[src/rtl/alu_issue_ctrl.sv]
// Single-issue controller between an instruction source, a combinational vector ALU
// and a writeback port: accepts one R-type instruction, waits out its latency, then holds the result.
module alu_issue_ctrl #(
  parameter int LONG_LAT  = 4,
  parameter int SHORT_LAT = 1
) (
  input  logic        clk,
  input  logic        reset,
  input  logic        instr_valid,
  input  logic [0:31] instr,
  output logic        instr_ready,
  input  logic [0:63] rA_data,
  input  logic [0:63] rB_data,
  output logic [0:63] alu_rA,
  output logic [0:63] alu_rB,
  output logic [0:5]  alu_R_ins,
  output logic [0:5]  alu_Op_code,
  output logic [0:1]  alu_WW,
  input  logic [0:63] alu_out,
  output logic        wb_valid,
  output logic [0:4]  wb_addr,
  output logic [0:2]  wb_ppp,
  output logic [0:63] wb_data,
  input  logic        wb_ready,
  output logic        illegal,
  output logic [1:0]  dbg_state_o
);

  // Handshakes: a transfer happens on a rising edge where valid and ready are both 1;
  // instr_ready is 1 only in IDLE, and wb_valid, once raised, holds with its payload until wb_ready.

  typedef enum logic [1:0] {
    IDLE = 2'd0,
    EXEC = 2'd1,
    WB   = 2'd2
  } state_t;

  localparam int CW = 8;

  state_t      state_q;
  logic [CW-1:0] cnt_q;
  logic        instr_ready_q;
  logic        wb_valid_q;
  logic        illegal_q;
  logic [0:63] alu_rA_q;
  logic [0:63] alu_rB_q;
  logic [0:5]  alu_R_ins_q;
  logic [0:5]  alu_Op_code_q;
  logic [0:1]  alu_WW_q;
  logic [0:4]  wb_addr_q;
  logic [0:2]  wb_ppp_q;
  logic [0:63] wb_data_q;

  logic [0:5] op_d;
  logic [0:5] func_d;
  logic       legal_d;
  logic       long_d;
  logic       unused_fields;

  assign op_d    = instr[0:5];
  assign func_d  = instr[26:31];
  assign legal_d = (op_d == 6'b101010) && (func_d >= 6'b000001) && (func_d <= 6'b010010);
  // VDIV, VMOD and VSQRT are the multi-cycle functions.
  assign long_d  = (func_d == 6'b001110) || (func_d == 6'b001111) || (func_d == 6'b010010);
  // Register specifiers arrive pre-read on rA_data/rB_data, so the rA/rB fields are not needed.
  assign unused_fields = ^instr[11:20];

  always_ff @(posedge clk or posedge reset) begin
    if (reset) begin
      state_q       <= IDLE;
      cnt_q         <= '0;
      instr_ready_q <= 1'b1;
      wb_valid_q    <= 1'b0;
      illegal_q     <= 1'b0;
      alu_rA_q      <= '0;
      alu_rB_q      <= '0;
      alu_R_ins_q   <= '0;
      alu_Op_code_q <= '0;
      alu_WW_q      <= '0;
      wb_addr_q     <= '0;
      wb_ppp_q      <= '0;
      wb_data_q     <= '0;
    end else begin
      illegal_q <= 1'b0;
      case (state_q)
        IDLE: begin
          if (instr_valid) begin
            if (legal_d) begin
              alu_rA_q      <= rA_data;
              alu_rB_q      <= rB_data;
              alu_R_ins_q   <= func_d;
              alu_Op_code_q <= op_d;
              alu_WW_q      <= instr[24:25];
              wb_addr_q     <= instr[6:10];
              wb_ppp_q      <= instr[21:23];
              cnt_q         <= long_d ? CW'(LONG_LAT - 1) : CW'(SHORT_LAT - 1);
              instr_ready_q <= 1'b0;
              state_q       <= EXEC;
            end else begin
              illegal_q <= 1'b1;
            end
          end
        end
        EXEC: begin
          if (cnt_q == '0) begin
            wb_data_q  <= alu_out;
            wb_valid_q <= 1'b1;
            state_q    <= WB;
          end else begin
            cnt_q <= cnt_q - 1'b1;
          end
        end
        WB: begin
          if (wb_ready) begin
            wb_valid_q    <= 1'b0;
            instr_ready_q <= 1'b1;
            state_q       <= IDLE;
          end
        end
        default: begin
          wb_valid_q    <= 1'b0;
          instr_ready_q <= 1'b1;
          state_q       <= IDLE;
        end
      endcase
    end
  end

  assign instr_ready = instr_ready_q;
  assign wb_valid    = wb_valid_q;
  assign illegal     = illegal_q;
  assign alu_rA      = alu_rA_q;
  assign alu_rB      = alu_rB_q;
  assign alu_R_ins   = alu_R_ins_q;
  assign alu_Op_code = alu_Op_code_q;
  assign alu_WW      = alu_WW_q;
  assign wb_addr     = wb_addr_q;
  assign wb_ppp      = wb_ppp_q;
  assign wb_data     = wb_data_q;
  assign dbg_state_o = state_q;

endmodule

[config.mk]
export PLATFORM = sky130hd
export DESIGN_NAME = alu_issue_ctrl
export DESIGN_NICKNAME = d
export VERILOG_FILES = /design/src/rtl/alu_issue_ctrl.sv
export SDC_FILE = /design/constraint.sdc
export NUM_CORES = 1
export LEC_CHECK = 0
export ABC_AREA = 1
export CAP_MARGIN = 40
export CELL_PAD_IN_SITES_DETAIL_PLACEMENT = 2
export CELL_PAD_IN_SITES_GLOBAL_PLACEMENT = 2
export CORE_AREA = 2 2 175 177
export DETAILED_ROUTE_END_ITERATION = 8
export DIE_AREA = 0 0 177 179
export DONT_BUFFER_PORTS = 1
export PLACE_DENSITY_LB_ADDON = 0.1
export SYNTH_ARGS = -nofsm -noshare
export SYNTH_HDL_FRONTEND = slang
export SYNTH_SLANG_ARGS = --single-unit
[constraint.sdc]
create_clock -name clk -period 10.6 [get_ports clk]
set_clock_uncertainty 0.15 [all_clocks]
set_input_delay 1.06 -clock clk [delete_from_list [all_inputs] [get_ports clk]]
set_output_delay 1.06 -clock clk [all_outputs]
set_load 0.02 [all_outputs]
==> run_results.csv <==
group,metric,value,unit
cts,cts_tree,"built",
detailed_routing,drc,0,
yosys,syn_nets,1120,
yosys,synth_top_family_by_area,"simple AND/OR/NAND/NOR gates",
yosys,synthXorXnorAreaFrac,0.00292,
sta,maxSlewViolCount,0,
yosys,synth_edf_count,0,
yosys,synth_compound_area_frac,0.00361,
final_layout,fin_nets,1119,
grt,grt_pass1_wl,41200,µm
placement,hpwl,20600,µm
floorplan,initial_core_util,0.300,
run_status,status,"finished, final reports clean",
yosys,netlist_instances,890,
worst_setup_path,critPathLaunchType,"input pin",
floorplan,core,30000,µm²
yosys,yosysTopAreaCell,"dfrtp_1",
worst_setup_path,crit_path_end_kind,"register",
cts,cts_buffer_depth,3,
worst_setup_path,path_class,"in -> reg",
sta,hold_violations,0,
placement,io_buffer_count,0,
cts,postCtsHoldBufs,0,
final_layout,regArea,5680,µm²
yosys,synth.area.mux_share,0.0958,
placement,routabilityCongestion,0.762,
final_layout,fill_cells,3283,
final_layout,drive_above_1_share,0.140,
grt,antenna_found_initial,0,
worst_hold_path,hp-class,"in -> async",
grt,grt_max_degree,107,
cts,clkSlewWorstSetupHoldPaths,0.06,ns
floorplan,dieArea,31700,µm²
detailed_routing,drt_iter0_drc,225,
detailed_routing,viasPerCell,4.69,
yosys,syn_area,9010,µm²
power,ir_drop,94.0,µV
sta,finalSetupViolCount,0,
floorplan,rows,64,
floorplan,die_w,177,µm
sta,worstMarginPinSlew,0.861,ns
yosys,synth_ff_type,"dfrtp_1",
yosys,synth_top_area_share,0.627,
cts,cts-root-buf,"clkbuf_16",
detailed_routing,firstDrtPassIters,4,
worst_setup_path,worstPathArrival,3.08,ns
run,cap_violations,0,
grt,overflow,0,
worst_setup_path,crit_fanout,76,
cts,h-tree-depth,1,
yosys,synth_simple_gate_area_frac,0.225,
grt,grt_pass1_vias,6729,
cts,clk_latency,0.53,ns
sta,final.setup.tns,0,ns
cts,post_cts_buffers,0,
worst_setup_path,required,10.90,ns
cts,postCtsResizedCells,0,
yosys,yosysSeqAreaShare,0.630,
sta,period_minus_slack,2.78,ns
sta,max_slew_margin,0.426,
yosys,ys_ff_latch,227,
yosys,synthAdderAreaFrac,0.00278,
yosys,yosysMostFrequentCell,"nand2_1",
grt,grt_usage,0.169,
final_layout,n_antenna_cell,0,
detailed_routing,antenna_left,0,
yosys,postSynth.asyncResetShare,1.00,
power,p_per_area,196,nW/µm²
yosys,yosys_warnings,0,
yosys,ys_types,26,
yosys,syn_avg_cell_area,10.1,µm²
cts,numCtsBuffers,27,
power,power,2.02,mW
sta,rsz0062_at_grt,"no",
sta,finalCritPeriodShare,0.262,
final_layout,multi_input_area,3000,µm²
sta,fmax,360,MHz
detailed_routing,wirelength,28000,µm
detailed_routing,vias,6106,
power,power_leakage,5.55,nW
cts,cts.sinks,227,
detailed_routing,routedWlPerCell,21.5,µm
yosys,synth_commonest_cells,"472 x nand2_1, 226 x dfrtp_1, 38 x mux2_4",
floorplan,pin_count,447,
floorplan,dieHeight,179,µm
final_layout,area_growth,14.2,%
yosys,ys_top_cells_by_area,"dfrtp_1 63%, nand2_1 20%, mux2_4 6.3%",
==> flip-flops by register name (all words and copies together), names as in the netlist <==
signal and count:
wb_data 64, instr_ready 1, alu_R_ins 6, wb_ppp 3, wb_addr 5, alu_rA 64, alu_rB 64, dbg_state_o 2
illegal 1, alu_WW 2, cnt_q 8, wb_valid 1, alu_Op_code 6
==> kinds of logic after synthesis <==
family | Yosys count
xor+xnor | 3
compound gates | 6
simple gates | 525
buf+inv | 63
mux | 64
flops | 227
fa+ha+maj | 2
==> report_power, final <==
part / leakage [nW] / internal [mW] / switching (mW)
Sequential: 2.98 / 0.914 / 0.100
Combinational: 2.14 / 0.0317 / 0.0456
Clock: 0.437 / 0.574 / 0.351
Total: 5.55 / 1.52 / 0.497
==> cells in the final DEF (no fill, tap or decap), types with 3 or more instances in the layout <==
cell	Yosys	layout
nor2_1	23	22
mux2_4	38	38
dfrtp_1	226	226
inv_1	23	22
clkbuf_16	0	27
bufinv_16	0	3
nand2_1	472	472
buf_16	0	3
buf_4	15	6
nand3_1	16	16
o21ai_0	4	4
clkinv_2	0	3
mux2_2	26	26
clkbuf_1	1	8
or2_2	4	4
clkbuf_8	0	5
==> through the flow <==
step           area, µm²  cells  hold WS, ns  worst slack [ns]   util
2_1_floorplan       9010    890        0.292              3.17      -
3_3_place_gp        9320   1253        0.314              7.08  0.310
3_5_place_dp        9400   1256        0.323              7.25  0.313
4_1_cts            10300   1303        0.336              7.81  0.343
5_1_grt            10300   1303        0.372              7.56  0.343
6_report           10300   1303        0.331              7.82  0.343
==> layout make-up <==
type | count | area share
sequential | 227 | 0.552
multi-input combinational | 600 | 0.291
clock buffer | 40 | 0.0753
tap | 396 | 0.0482
timing repair buffer | 9 | 0.0124
clock inverter | 7 | 0.0111
inverter | 24 | 0.00948
==> path summary, 6_finish.rpt <==
check | start | endpoint | slack (ns) | cells after the start
worst min-delay path | reset | wb_data[34] | 0.33 | 1
worst max-delay path | instr[31] | alu_Op_code[3] | 7.82 | 10
max in group asynchronous | reset | alu_rB[43] | 8.70 | 2
min in group clk | cnt_q[1] | cnt_q[1] | 0.33 | 2
worst max register to register | dbg_state_o[0] | alu_rB[35] | 8.20 | 6
worst min register to register | cnt_q[1] | cnt_q[1] | 0.33 | 2
==> layer usage <==
metal / global-route usage / vias to the layer above / routed length [µm]
met1: 0.177 / 3048 / 9630
met3: 0.0598 / 43 / 2820
met4: 0.0448 / 0 / 588
met2: 0.317 / 276 / 15000
li1: - / 2739 / -
met5: 0 / - / 0
==> critical path, stage by stage <==
cell,delay (ns)
or2_1,0.22
nor2_1,0.11
nor2_1,0.05
nand2_1,0.15
inv_2,0.08
nand3_4,0.08
buf_16,0.25
buf_4,0.69
nand2_1,0.15
inv_1,0.10
(Power assumes the default switching activity.)
